### src/rtl/uart_apb_sequencer.sv
// APB master that programs a CoreUARTapb and then shuttles bytes by polling its status register.
// Optional `UART_SEQ_RR_ARB_EN: round-robin RX/TX arbitration (default: RX has fixed priority).
module uart_apb_sequencer #(
   parameter int         POLL_GAP   = 4,
   parameter logic [4:0] ADDR_TX    = 5'h00,
   parameter logic [4:0] ADDR_RX    = 5'h04,
   parameter logic [4:0] ADDR_CTRL1 = 5'h08,
   parameter logic [4:0] ADDR_CTRL2 = 5'h0C,
   parameter logic [4:0] ADDR_STAT  = 5'h10
) (
   input  logic        PCLK,
   input  logic        PRESETN,
   input  logic [12:0] cfg_baud,
   input  logic        cfg_bit8,
   input  logic        cfg_parity_en,
   input  logic        cfg_odd_n_even,
   input  logic        cfg_start,
   output logic        cfg_done,
   output logic        PSEL,
   output logic        PENABLE,
   output logic        PWRITE,
   output logic [4:0]  PADDR,
   output logic [7:0]  PWDATA,
   input  logic [7:0]  PRDATA,
   input  logic        PREADY,
   input  logic [7:0]  tx_data,
   input  logic        tx_valid,
   output logic        tx_ready,
   output logic [7:0]  rx_data,
   output logic        rx_valid,
   input  logic        rx_ready,
   output logic [2:0]  err_flags,
   input  logic        err_clr,
   output logic        busy
);
   localparam int GW = (POLL_GAP > 2) ? $clog2(POLL_GAP) : 1;
   localparam logic [GW-1:0] GAP_LAST = GW'(POLL_GAP - 1);

   typedef enum logic [2:0] {IDLE, WR_CTRL1, WR_CTRL2, POLL, GAP, RD_RX, WR_TX} state_t;

   state_t        state, nxt;
   logic          launch;
   logic [12:0]   baud_q;
   logic          bit8_q, par_q, odd_q, cfg_pend;
   logic [GW-1:0] gap_cnt;
   logic          xfer_done, cfg_acc, cfg_req, rx_pend, tx_pend, pick_rx;
   logic [7:0]    ctrl1_data;
   logic [4:0]    nxt_addr;
   logic          nxt_wr;
   logic [7:0]    nxt_data;
   logic          unused_prdata;

   assign busy          = PSEL;
   assign xfer_done     = PENABLE && PREADY;
   assign cfg_acc       = cfg_start && (state != WR_CTRL1) && (state != WR_CTRL2);
   assign cfg_req       = cfg_acc || cfg_pend;
   assign ctrl1_data    = cfg_acc ? cfg_baud[7:0] : baud_q[7:0];
   // A full holding register masks RXRDY, which is the consumer backpressure.
   assign rx_pend       = PRDATA[1] && !rx_valid;
   assign tx_pend       = PRDATA[0] && tx_valid;
   assign unused_prdata = ^PRDATA[7:5];

`ifdef UART_SEQ_RR_ARB_EN
   logic last_tx;
   assign pick_rx = rx_pend && (!tx_pend || last_tx);
`else
   assign pick_rx = rx_pend;
`endif

   always_comb begin
      nxt    = state;
      launch = 1'b0;
      case (state)
         IDLE:     if (cfg_acc) begin nxt = WR_CTRL1; launch = 1'b1; end
         WR_CTRL1: if (xfer_done) begin nxt = WR_CTRL2; launch = 1'b1; end
         WR_CTRL2: if (xfer_done) begin nxt = POLL; launch = 1'b1; end
         POLL: if (xfer_done) begin
            launch = 1'b1;
            if (cfg_req)            nxt = WR_CTRL1;
            else if (pick_rx)       nxt = RD_RX;
            else if (tx_pend)       nxt = WR_TX;
            else if (POLL_GAP == 0) nxt = POLL;
            else begin              nxt = GAP; launch = 1'b0; end
         end
         GAP: begin
            if (cfg_req)                    begin nxt = WR_CTRL1; launch = 1'b1; end
            else if (gap_cnt == GAP_LAST)   begin nxt = POLL; launch = 1'b1; end
         end
         RD_RX, WR_TX: if (xfer_done) begin
            launch = 1'b1;
            nxt    = cfg_req ? WR_CTRL1 : POLL;
         end
         default: nxt = IDLE;
      endcase
   end

   always_comb begin
      nxt_addr = ADDR_STAT;
      nxt_wr   = 1'b0;
      nxt_data = 8'h00;
      case (nxt)
         WR_CTRL1: begin nxt_addr = ADDR_CTRL1; nxt_wr = 1'b1; nxt_data = ctrl1_data; end
         WR_CTRL2: begin nxt_addr = ADDR_CTRL2; nxt_wr = 1'b1;
                         nxt_data = {baud_q[12:8], odd_q, par_q, bit8_q}; end
         RD_RX:    nxt_addr = ADDR_RX;
         WR_TX:    begin nxt_addr = ADDR_TX; nxt_wr = 1'b1; nxt_data = tx_data; end
         default:  nxt_addr = ADDR_STAT;
      endcase
   end

   always_ff @(posedge PCLK or negedge PRESETN) begin
      if (!PRESETN) begin
         state     <= IDLE;
         PSEL      <= 1'b0;
         PENABLE   <= 1'b0;
         PWRITE    <= 1'b0;
         PADDR     <= '0;
         PWDATA    <= '0;
         cfg_done  <= 1'b0;
         tx_ready  <= 1'b0;
         rx_data   <= '0;
         rx_valid  <= 1'b0;
         err_flags <= '0;
         baud_q    <= '0;
         bit8_q    <= 1'b0;
         par_q     <= 1'b0;
         odd_q     <= 1'b0;
         cfg_pend  <= 1'b0;
         gap_cnt   <= '0;
`ifdef UART_SEQ_RR_ARB_EN
         last_tx   <= 1'b1;
`endif
      end else begin
         state    <= nxt;
         tx_ready <= 1'b0;
         if (rx_valid && rx_ready) rx_valid <= 1'b0;
         // A fresh error reported in the same cycle as err_clr survives the clear.
         err_flags <= (err_clr ? 3'b000 : err_flags) |
                      ((state == POLL && xfer_done) ? PRDATA[4:2] : 3'b000);
         if (cfg_acc) begin
            baud_q   <= cfg_baud;
            bit8_q   <= cfg_bit8;
            par_q    <= cfg_parity_en;
            odd_q    <= cfg_odd_n_even;
            cfg_pend <= 1'b1;
         end
         gap_cnt <= (state == GAP) ? gap_cnt + 1'b1 : '0;
         if (PSEL && !PENABLE) PENABLE <= 1'b1;
         if (xfer_done) begin
            PSEL    <= 1'b0;
            PENABLE <= 1'b0;
         end
         if (state == WR_CTRL2 && xfer_done) cfg_done <= 1'b1;
         if (state == RD_RX && xfer_done) begin
            rx_data  <= PRDATA;
            rx_valid <= 1'b1;
         end
         if (launch) begin
            PSEL    <= 1'b1;
            PENABLE <= 1'b0;
            PWRITE  <= nxt_wr;
            PADDR   <= nxt_addr;
            PWDATA  <= nxt_data;
            if (nxt == WR_CTRL1) begin
               cfg_done <= 1'b0;
               cfg_pend <= 1'b0;
            end
            if (nxt == WR_TX) tx_ready <= 1'b1;
`ifdef UART_SEQ_RR_ARB_EN
            if (nxt == RD_RX) last_tx <= 1'b0;
            if (nxt == WR_TX) last_tx <= 1'b1;
`endif
         end
      end
   end
endmodule

### config.mk
export PLATFORM = sky130hd
export DESIGN_NAME = uart_apb_sequencer
export DESIGN_NICKNAME = d
export VERILOG_FILES = /design/src/rtl/uart_apb_sequencer.sv
export SDC_FILE = /design/constraint.sdc
export NUM_CORES = 1
export LEC_CHECK = 0
export CORE_AREA = 4 4 81 83
export CTS_BUF_LIST = sky130_fd_sc_hd__clkbuf_16
export CTS_CLUSTER_DIAMETER = 50
export CTS_CLUSTER_SIZE = 25
export DETAILED_ROUTE_END_ITERATION = 10
export DIE_AREA = 0 0 85 87
export HOLD_SLACK_MARGIN = 0.08
export PLACE_DENSITY = 0.79
export SLEW_MARGIN = 20
export SYNTH_ARGS = -nofsm -noshare
export SYNTH_HDL_FRONTEND = slang
export SYNTH_SLANG_ARGS = --single-unit
export TNS_END_PERCENT = 50
### constraint.sdc
create_clock -name PCLK -period 2.37 [get_ports PCLK]
set_input_delay 0.474 -clock PCLK [delete_from_list [all_inputs] [get_ports PCLK]]
set_output_delay 0.474 -clock PCLK [all_outputs]
set_load 0.02 [all_outputs]
; Word level (Yosys, flattened, before mapping)
; Cells that the tools add are included.
[op_classes]
reduce_logical = 20
n_bitwise = 1
mux = 43
eq_ne = 13
n_addsub = 1
[ops]
columns = op, n
row1 = $mux 3, 10
row2 = $mux 1, 24
row3 = $pmux 8 s3, 1
row4 = $pmux 5 s4, 1
row5 = $pmux 3 s6, 1
row6 = $eq 3x3->1 const B, 5
row7 = $logic_and 1x1->1, 10
row8 = $eq 3x2->1 const B, 3
row9 = $mux 2, 4
row10 = $mux 8, 1
row11 = $eq 3x1->1 const B, 2
row12 = $pmux 1 s4, 1
row13 = $reduce_bool 2->1, 2
row14 = $reduce_or 4->1, 1
row15 = $logic_not 3->1, 1
row16 = $ne 3x1->1 const B, 1
row17 = $ne 3x2->1 const B, 1
row18 = $or 3x3->3, 1
row19 = $reduce_bool 3->1, 1
row20 = $reduce_or 3->1, 1
row21 = $add 2x1->2 const B, 1
row22 = $eq 2x2->1 const B, 1
row23 = $logic_not 1->1, 2
row24 = $reduce_or 2->1, 1
row25 = $logic_or 1x1->1, 1
[word_totals]
register_bits = 52
elab_cells = 95
input_bits = 39

; Longest topological paths before layout
; Gate-level depths: netlist of run 1.
[logic_depth]
ltp_word = 10
depth_mapped = 12
ltp_nobuf = 11

; Worst setup path after synthesis of run 1
; OpenSTA, ideal clock, no wires.
[synth_timing]
path_type = register -> register
startpoint = register state[1]
endpoint = register PWDATA[0]
period_less_slack_ps = 2519
path_slack_ps = -149
arrival_ps = 2454
required_time_ps = 2305
setup_time_ps = 65
stages_incl_launch_ff = 13
cell_sequence = dfrtp_1 buf_6 xnor2_2 a211oi_4 o22ai_1 a221o_1 inv_1 ha_1 inv_1 a31oi_1 nand3_1 o221ai_1 mux2_2
[synth_via]
elab_chain_len = 9
elab_cells_between_ends = 34
cone_classes = 11 x eq/ne / 17 x mux / 6 x reduce/logical
[synth_rtl]
columns = element, line
row1 = from (decl), 41  ; state_t state, nxt;
row2 = from (signal assigned), 134  ; state <= nxt;
row3 = $ne 3x1->1, 55  ; assign cfg_acc = cfg_start && (state != WR_CTRL1) && (state != WR_CTRL2);
row4 = $logic_and 1x1->1 (2 in series), 55
row5 = $logic_or 1x1->1, 56  ; assign cfg_req = cfg_acc || cfg_pend;
row6 = $mux 3, 79  ; if (cfg_req) nxt = WR_CTRL1;
row7 = $mux 3, 77  ; POLL: if (xfer_done) begin
row8 = $pmux 3 s6 *, 73  ; case (state)
row9 = net nxt[0], 41
row10 = "$eq 3x3->1, or another cell as far along", 101  ; case (nxt)
row11 = $pmux 8 s3 *, 101
row12 = to (signal assigned), 163  ; PWDATA <= nxt_data;
row13 = to (decl), 23  ; output logic [7:0] PWDATA,
; Mark *: on every way through the listed nets, which the timed path passes. The rest lies on a longest branch.
; A chain may end at the register's enable or synchronous reset.

; Worst setup path after layout of run 1
[layout_timing]
startpoint = register state[0]
endpoint = register PWDATA[3]
[layout_via]
elab_chain_len = 9
elab_cells_between_ends = 34
cone_classes = 11 x eq/ne / 17 x mux / 6 x reduce/logical
[layout_rtl]
columns = element, line
row1 = $ne 3x1->1, 55
row2 = $logic_and 1x1->1 (2 in series), 55
row3 = $logic_or 1x1->1, 56
row4 = $mux 2 or $mux 3 (tied branches), "91, 79"
row5 = $mux 3 (on tied branches), "89, 77"
row6 = $pmux 3 s6 *, 73
row7 = net nxt[1], 41
row8 = "$eq 3x3->1, or another cell as far along", 101
row9 = $pmux 8 s3 *, 101
; Marked as above.

==> results.txt, run 1 <==
The run finished, with violations left. The final reports fail on negative setup slack. The length of the first detailed-routing pass in iterations came out at 4.

The number of standard cells in the final layout excluding fillers came out at around 370. Power spread over the standard cell area amounts to 1320 nW/um^2. Counting flops with a built-in enable in the synthesized netlist gives 0. The number of distinct library cells after synthesis is 41. Among the stages of the critical path, the cell type that occurs most often is sky130_fd_sc_hd__o221ai_1. The number of cells on the worst reg-to-reg path is 12.

The share of cells above drive strength 1 is 0.284. CTS built an H-tree with a depth of 2. The upper clock frequency limit is 399 MHz. The total of flip-flops plus latches after synthesis is 50. The number of primary I/O pins came out at 70. For this configuration, the core starts out at a cell density of 0.406. The number of cells in the design after placement came out at 363. The min-delay analysis places its worst path in the category in2async. The area of the die came out at 7400 um^2. Dividing the synthesized area by the synthesized cell count gives 11.8 um^2. The worst setup slack for register-to-register paths came out at -0.14 ns.

The sequential share of power is 0.293. In the routed design, unresolved DRC markers number 0. In this run the remaining antenna-violating nets after routing total 0.

The global-route usage over all layers is 0.175. The number of I/O port buffers came out at 67. In the layout the commonest cells are sky130_fd_sc_hd__clkdlybuf4s50_1 (64), sky130_fd_sc_hd__dfrtp_1 (48), sky130_fd_sc_hd__buf_4 (27).

The slack of the critical path came out at -0.139 ns. During synthesis, Yosys emitted a total of 0 warnings. The switching share of power is 0.365.

After detailed routing, the total wire length is 5.96 mm. Counting along the longest clock path gives a buffer depth of 2. In this run, the number of DRC markers left after iteration 0 of detailed routing was 73. Following the worst setup path forward leads to its endpoint at PWDATA[3]. The total number of vias is 1909. The cell area reported after detailed placement is 3310 um^2.

The gate count of the mapped netlist came out at between 200 and 250. The clock period minus worst slack came out at 2.51 ns. The share of synthesized flip-flops with an asynchronous set or reset came out at 1.00.

sky130_fd_sc_hd__dfrtp_1 takes more of the synthesized area than any other cell. The clock insertion delay at the later pin of the skew report is 0.29 ns. The via density per instance is around 5. The number of buffers inserted for hold repair after clock tree synthesis is 0. The slowest stage of the critical path belongs to the cell sky130_fd_sc_hd__dfrtp_2. The diode insertion count for antenna repair is 0. The launch instance of the worst register-to-register path is state[0]. The type of destination of the critical path is a flip-flop. The combinational cell fraction of total power came out at 0.536.

The TritonCTS sink count is 50. The post-place setup slack came out at -0.575 ns. TritonCTS built the clock tree. The final layout contains 340 nets. At the pin with the least slew margin, the transition time is 0.660 ns. The initial antenna violation count came out at 0. Leaving out fill and tap cells, the most frequent cell in the layout is sky130_fd_sc_hd__clkdlybuf4s50_1. The area share of the largest cell type after synthesis is 0.526. In this run the power spent charging and discharging nets is 1.73 mW.

The clock transition at the register clock pins on the worst setup and hold paths after CTS came out at approximately 0.070 ns. Dividing the final minimum period by the clock period gives 1.06. The most used flip-flop cell after synthesis is sky130_fd_sc_hd__dfrtp_1.

The number of filler instances in the final layout is 454. The maximum cell stage delay along the critical path came out at 0.45 ns. After floorplanning, the core was sized to cover 5850 um^2. The number of max-slew violations in the final report came to 0. The worst register-to-register path ends at PWDATA[3]. The via count of the first global-routing pass came out at 2044.

After synthesis, the cell types taking the most area are sky130_fd_sc_hd__dfrtp_1 (53%), sky130_fd_sc_hd__mux2_2 (12%), sky130_fd_sc_hd__inv_1 (3.8%). The critical path required time came out at about 2.6 ns. Buffers inserted during clock tree synthesis total 5. The max-cap violation count came out at 0. The worst IR drop on VDD is 0.682 mV. The portion of total power attributed to the clock network is 0.170. Entering global routing, the biggest net connects 30 pins. The hold violation total from the final report is 0. The leakage power figure came out at 1.67 nW. The placed wire-length estimate after detailed placement came out at 4.30 mm. Summing every instance area after synthesis gives 2380 um^2. The congestion estimate from routability-driven global placement came to approximately 0.86. The arrival time reported for the critical path endpoint came out at 2.74 ns. Setup repair after global routing could not meet its margin everywhere. Across the routed clock network, the largest skew measured is 0.00606 ns. The die boundary height is 87 um. The number of rows in the core area is 28.

Summing internal, switching and leakage power gives 4.75 mW. The internal power of the cells totals roughly 3 mW. The total congestion overflow after global routing came out at 0. The share of the yosys chip area belonging to registers is 0.526. The first global-routing pass estimated approximately 10 mm of wire. The critical path goes through xnor2_4 -> a211oi_4 -> a31oi_1 -> o221ai_1 -> o211a_1 -> ha_1 -> inv_1 -> buf_6 -> a31oi_4 -> nand3_1 -> o221ai_1 -> mux2_4.

The area growth from synthesis to layout came out at 51.3%. The startpoint of the worst setup timing path is state[0]. The headroom to the max-slew limit came out at 0.559. The design area came out at 3600 um^2. The maximum fanout along the worst path came out at 5. The die width came out at 85 um. The worst setup path is of the reg2reg kind. The worst setup path is launched from a flip-flop. The number of endpoints failing setup at the final stage is 9. The root buffer cell is sky130_fd_sc_hd__clkbuf_16. The routed length per instance came out at ~16 um.
per-stage QoR:
step	hold WS [ns]	util	setup TNS [ns]
6_report	0.156	0.615	-0.864
5_1_grt	0.186	0.615	-1.30
4_1_cts	0.169	0.610	-0.720
3_5_place_dp	0.435	0.567	-6.20
3_3_place_gp	0.423	0.567	-5.45
2_1_floorplan	0.178	-	0
power groups by stage:
stage          Sequential [mW]  Combinational [mW]  Clock (mW)
6_report                  1.39                2.55       0.810
5_1_grt                   1.44                2.73       0.867
4_1_cts                   1.39                2.49       0.823
3_5_place_dp              1.40                2.34           0
3_3_place_gp              1.39                2.28           0
2_1_floorplan             1.54                1.30           0
cell type report:
cell class	count	area, um^2	share of cell area
clock inverters	3	43.8	0.0122
repair buffers	98	920	0.256
flip-flops and latches	50	1250	0.349
clock buffers	5	125	0.0348
well taps	75	93.8	0.0261
inverters	24	90.1	0.0250
multi-input cells	119	1070	0.298
how the worst min path moves through the flow:
stage,endpoint,slack [ns],cells past startpoint
6_report,baud_q[11],0.16,1
4_1_cts,baud_q[11],0.17,1
2_1_floorplan,PADDR[2],0.18,0
3_3_place_gp,gap_cnt[0],0.42,1
3_5_place_dp,gap_cnt[0],0.44,1
5_1_grt,baud_q[11],0.19,1
cells in the mapped netlist, types with 2 or more instances:
master and count:
sky130_fd_sc_hd__nand3_1 11, sky130_fd_sc_hd__a21o_1 5, sky130_fd_sc_hd__mux2i_1 8, sky130_fd_sc_hd__a21oi_1 5
sky130_fd_sc_hd__inv_1 24, sky130_fd_sc_hd__and2_1 2, sky130_fd_sc_hd__nand2_1 6, sky130_fd_sc_hd__nor3_1 3
sky130_fd_sc_hd__o221ai_1 9, sky130_fd_sc_hd__buf_2 3, sky130_fd_sc_hd__mux2_2 25, sky130_fd_sc_hd__nor2b_1 4
sky130_fd_sc_hd__nor2_1 7, sky130_fd_sc_hd__nand2b_1 2, sky130_fd_sc_hd__a31oi_1 3, sky130_fd_sc_hd__buf_4 4
sky130_fd_sc_hd__buf_6 3, sky130_fd_sc_hd__dfrtp_1 50, sky130_fd_sc_hd__ha_1 3, sky130_fd_sc_hd__o21ai_0 4
worst max-delay path: cells and delay by family (launching register included):
family                     cells  cell delay, ns
xor gates and xnor gates       1            0.17
muxes                          1            0.17
and+or+nand+nor                1            0.11
DFF                            1            0.45
buffers and inverters          2            0.18
adders and majority gates      1            0.15
AOI/OAI and AO/OA              6            1.20
kinds of logic after synthesis:
logic type,after synthesis,share of synthesized area
buf+inv,35,0.0726
other cells,1,0.00158
xor+xnor,2,0.0105
mux,34,0.157
compound gates,37,0.128
flops,50,0.526
simple gates,40,0.0879
fa+ha+maj,3,0.0158
timing repair:
| item | 4_1_cts | 5_1_grt |
|---|---|---|
| gates cloned | 1 | 0 |
| pin swaps | 9 | 5 |
| endpoints found under the setup margin | 10 | 10 |
| hold endpoints to repair | 0 | 0 |
| gates resized for setup | 17 | 7 |
| buffers inserted | 2 | 0 |
registers in the layout, indices dropped and copies added (netlist names), 2 cells and up:
signal / count
state: 3
rx_data: 8
baud_q: 13
PWDATA: 8
err_flags: 3
PADDR: 3
gap_cnt: 2
routing by layer:
layer	GRT usage	part of all wire	vias to the layer above
met5	0	0	-
met4	0.0547	0.014	0
met3	0.0341	0.050	6
met1	0.225	0.42	947
li1	-	-	902
met2	0.297	0.52	54
Note: power is estimated with default switching activity, not from simulation.
==> inputs of run 2 (changes only) <==
- CORE_AREA: 4 4 81 83 -> 4 4 103 66
- DIE_AREA: 0 0 85 87 -> 0 0 107 70
- SETUP_SLACK_MARGIN: default -> 0.5
==> run 2 against run 1 <==
  * The flow still finishes with violations (negative setup slack)
  * Clock power down 14%
  * Global-route usage up 0.64 points
  * Sequential power about the same
  * Sequential share of layout area down 2.7 points
  * Sequential cell count unchanged
  * Cell count up 5.6%
  * Critical path type unchanged
==> results.txt, run 2 (synthesized netlist as in run 1, its figures left out) <==
Run status: finished with violations (unchanged). Violated checks: negative setup slack (unchanged). The slack of the critical path was -0.0210 ns (was -0.139 ns).

The number of I/O port buffers came out at 67 (unchanged). The number of flip-flops under the largest register name is 13 (unchanged). The number of cells in the design after placement came out at 373 (was 363). The headroom to the max-slew limit was 0.651 (was 0.559). The worst slack on hold paths is 0.154 ns (was 0.156 ns). The max-cap violation count is 0 (unchanged). The total congestion overflow after global routing came out at 0 (unchanged). The routed length per instance was 17.0 um (was 15.9 um). The number of max-slew violations in the final report came out at 0 (unchanged). The number of primary I/O pins came out at 70 (unchanged). The total design power is 5.28 mW (was 4.75 mW). The register with the highest flop count is baud_q (unchanged). The weighted congestion at the end of routability-driven global placement came out at 0.871 (was 0.865). The first-pass GRT wire length is 10.4 mm (was 10.2 mm). The design area is 3900 um^2 (was 3600 um^2).

The die boundary height came out at 70 um (was 87 um). The worst hold path class was in2async (unchanged). The length of the first detailed-routing pass in iterations came out at 4 (unchanged).

The area growth from synthesis to layout was 64.1% (was 51.3%). The critical path required time is 2.54 ns (was 2.60 ns). The maximum number of pins on one net before global-route repair is 25 (was 30). The number of standard cells in the final layout excluding fillers is 395 (was 374).

The launching element type of the critical path was a flip-flop (unchanged). The die width is 107 um (was 85 um). The via count of the first global-routing pass is 2027 (was 2044). The type of destination of the critical path was a flip-flop (unchanged).

The critical path start-end classification is reg2reg (unchanged). The area of the die came out at 7490 um^2 (was 7400 um^2). Commonest non-fill, non-tap cells in the layout: sky130_fd_sc_hd__clkdlybuf4s50_1 (62), sky130_fd_sc_hd__dfrtp_1 (48), sky130_fd_sc_hd__buf_4 (35) (was sky130_fd_sc_hd__clkdlybuf4s50_1 (64), sky130_fd_sc_hd__dfrtp_1 (48), sky130_fd_sc_hd__buf_4 (27)). The placed wire-length estimate after detailed placement is 4.63 mm (was 4.30 mm). Top flop regs: baud_q: 13 flops, PWDATA: 8 flops, rx_data: 8 flops (unchanged).

The maximum fanout along the worst path is 6 (was 5). The number of rows in the core area is 22 (was 28). The number of buffers inserted for hold repair after clock tree synthesis came to 0 (unchanged).

The total number of vias is 2023 (was 1909). The most common cell after layout, fill and taps aside is sky130_fd_sc_hd__clkdlybuf4s50_1 (unchanged). The total DRC errors in the routed layout was 0 (unchanged). The TritonCTS buffer count is 5 (unchanged).

The share of cells above drive strength 1 came out at 0.405 (was 0.284). The final worst-path cycle share is 1.01 (was 1.06). The setup skew after layout is 0.00699 ns (was 0.00606 ns). The remaining number of nets flagged by the antenna check after routing is 0 (unchanged). The cell count of the worst reg-to-reg path came to 11 (was 12). The final-layout setup total negative slack came out at -0.0506 ns (was -0.864 ns).

The worst IR drop on VDD is 0.650 mV (was 0.682 mV). The transition at the pin with the smallest max-transition slack came to 0.524 ns (was 0.660 ns). The via density per instance is 5.12 (was 5.10). The leakage power figure is 1.78 nW (was 1.67 nW). The upper clock frequency limit came out at 418 MHz (was 399 MHz). The clock insertion delay at the later pin of the skew report came out at 0.29 ns (about the same). The maximum clock path buffer count is 2 (unchanged). Unrepaired setup endpoints after global routing: yes (unchanged). The initial antenna violation count was 0 (unchanged). The clock transition at the register clock pins on the worst setup and hold paths after CTS was 0.06 ns (was 0.07 ns).

The starting utilization of the core area came to 0.404 (was 0.406). The power density over the cells came out at 1350 nW/um^2 (was 1320 nW/um^2). The clock period minus worst slack is 2.39 ns (was 2.51 ns). The arrival time reported for the critical path endpoint came to 2.56 ns (was 2.74 ns). The total length of routed wires came out at 6.71 mm (was 5.96 mm).

The global-route usage over all layers is 0.181 (was 0.175). The H-tree depth came out at 2 (unchanged). The number of DRC markers after the initial detailed-route iteration is 226 (was 73). The hold violation total from the final report came to 0 (unchanged).

The TritonCTS sink count is 50 (unchanged). The cell area reported after detailed placement is 3430 um^2 (was 3310 um^2). The total number of nets in the final design came out at 353 (was 340). The CTS tree is built (unchanged). The root buffer cell is sky130_fd_sc_hd__clkbuf_16 (unchanged). The core area came to 5890 um^2 (was 5850 um^2).

The diode insertion count for antenna repair came out at 0 (unchanged). The number of endpoints failing setup at the final stage was 4 (was 9).
==> run 2: cell count changes in the layout (fill, tap and decap cells not counted), sizes merged <==
cell	previous run	this run
buf	32	45
bufinv	1	0
clkdlybuf4s50	64	62
clkinv	1	2
dlymetal6s2s	0	2
inv	25	24
==> run 2: stage by stage <==
| step | setup slack, ns | utilization |
|---|---|---|
| 3_5_place_dp | -0.576 | 0.582 |
| 5_1_grt | -0.156 | 0.662 |
| 3_3_place_gp | -0.491 | 0.582 |
| 4_1_cts | -0.0380 | 0.627 |
| 6_report | -0.0210 | 0.662 |
| 2_1_floorplan | 0.116 | - |
==> run 2: cell type report <==
class	instances	area [um^2]
Clock buffer	5	125
Fill cell	439	1990
Sequential cell	50	1250
Tap cell	84	105
Timing Repair Buffer	111	1060
Clock inverter	2	10.0
Multi-Input combinational cell	119	1250
Inverter	24	95.1
==> run 2: report_power, final <==
group | switching [mW] | internal, mW | total, mW
combinational | 1.46 | 1.72 | 3.18
clock | 0.311 | 0.382 | 0.693
sequential | 0.214 | 1.20 | 1.41
==> run 2: what timing repair did <==
action	4_1_cts	5_1_grt
pin swaps	15	12
endpoints found under the setup margin	17	42
gates resized for setup	26	26
setup buffers	3	11
gates cloned	1	0
==> run 2: layer usage <==
layer	track usage	routed length, um	up-vias
li1	-	-	929
met1	0.255	3130	1004
met2	0.264	3080	78
met3	0.0536	398	12
met4	0.0638	113	0
met5	0	0	-
==> run 2: worst paths after layout <==
check / start / to / slack, ns
worst max-delay path: state[1] / PWDATA[1] / -0.02
worst min-delay path: PRESETN / PENABLE / 0.15
worst max register to register: state[1] / PWDATA[1] / -0.02
worst min register to register: gap_cnt[0] / gap_cnt[0] / 0.44
max in group asynchronous: PRESETN / state[0] / 1.61
min in group PCLK: gap_cnt[0] / gap_cnt[0] / 0.44
==> run 2: worst max-delay path: stages (launching register included) <==
cell and delay [ns]:
sky130_fd_sc_hd__dfrtp_2 0.45, sky130_fd_sc_hd__buf_4 0.16, sky130_fd_sc_hd__or2_4 0.27, sky130_fd_sc_hd__nor3_2 0.20, sky130_fd_sc_hd__a221o_1 0.20, sky130_fd_sc_hd__inv_1 0.07, sky130_fd_sc_hd__ha_2 0.20, sky130_fd_sc_hd__inv_4 0.10
sky130_fd_sc_hd__a21o_4 0.15, sky130_fd_sc_hd__buf_6 0.14, sky130_fd_sc_hd__o221ai_2 0.08, sky130_fd_sc_hd__mux2_4 0.26
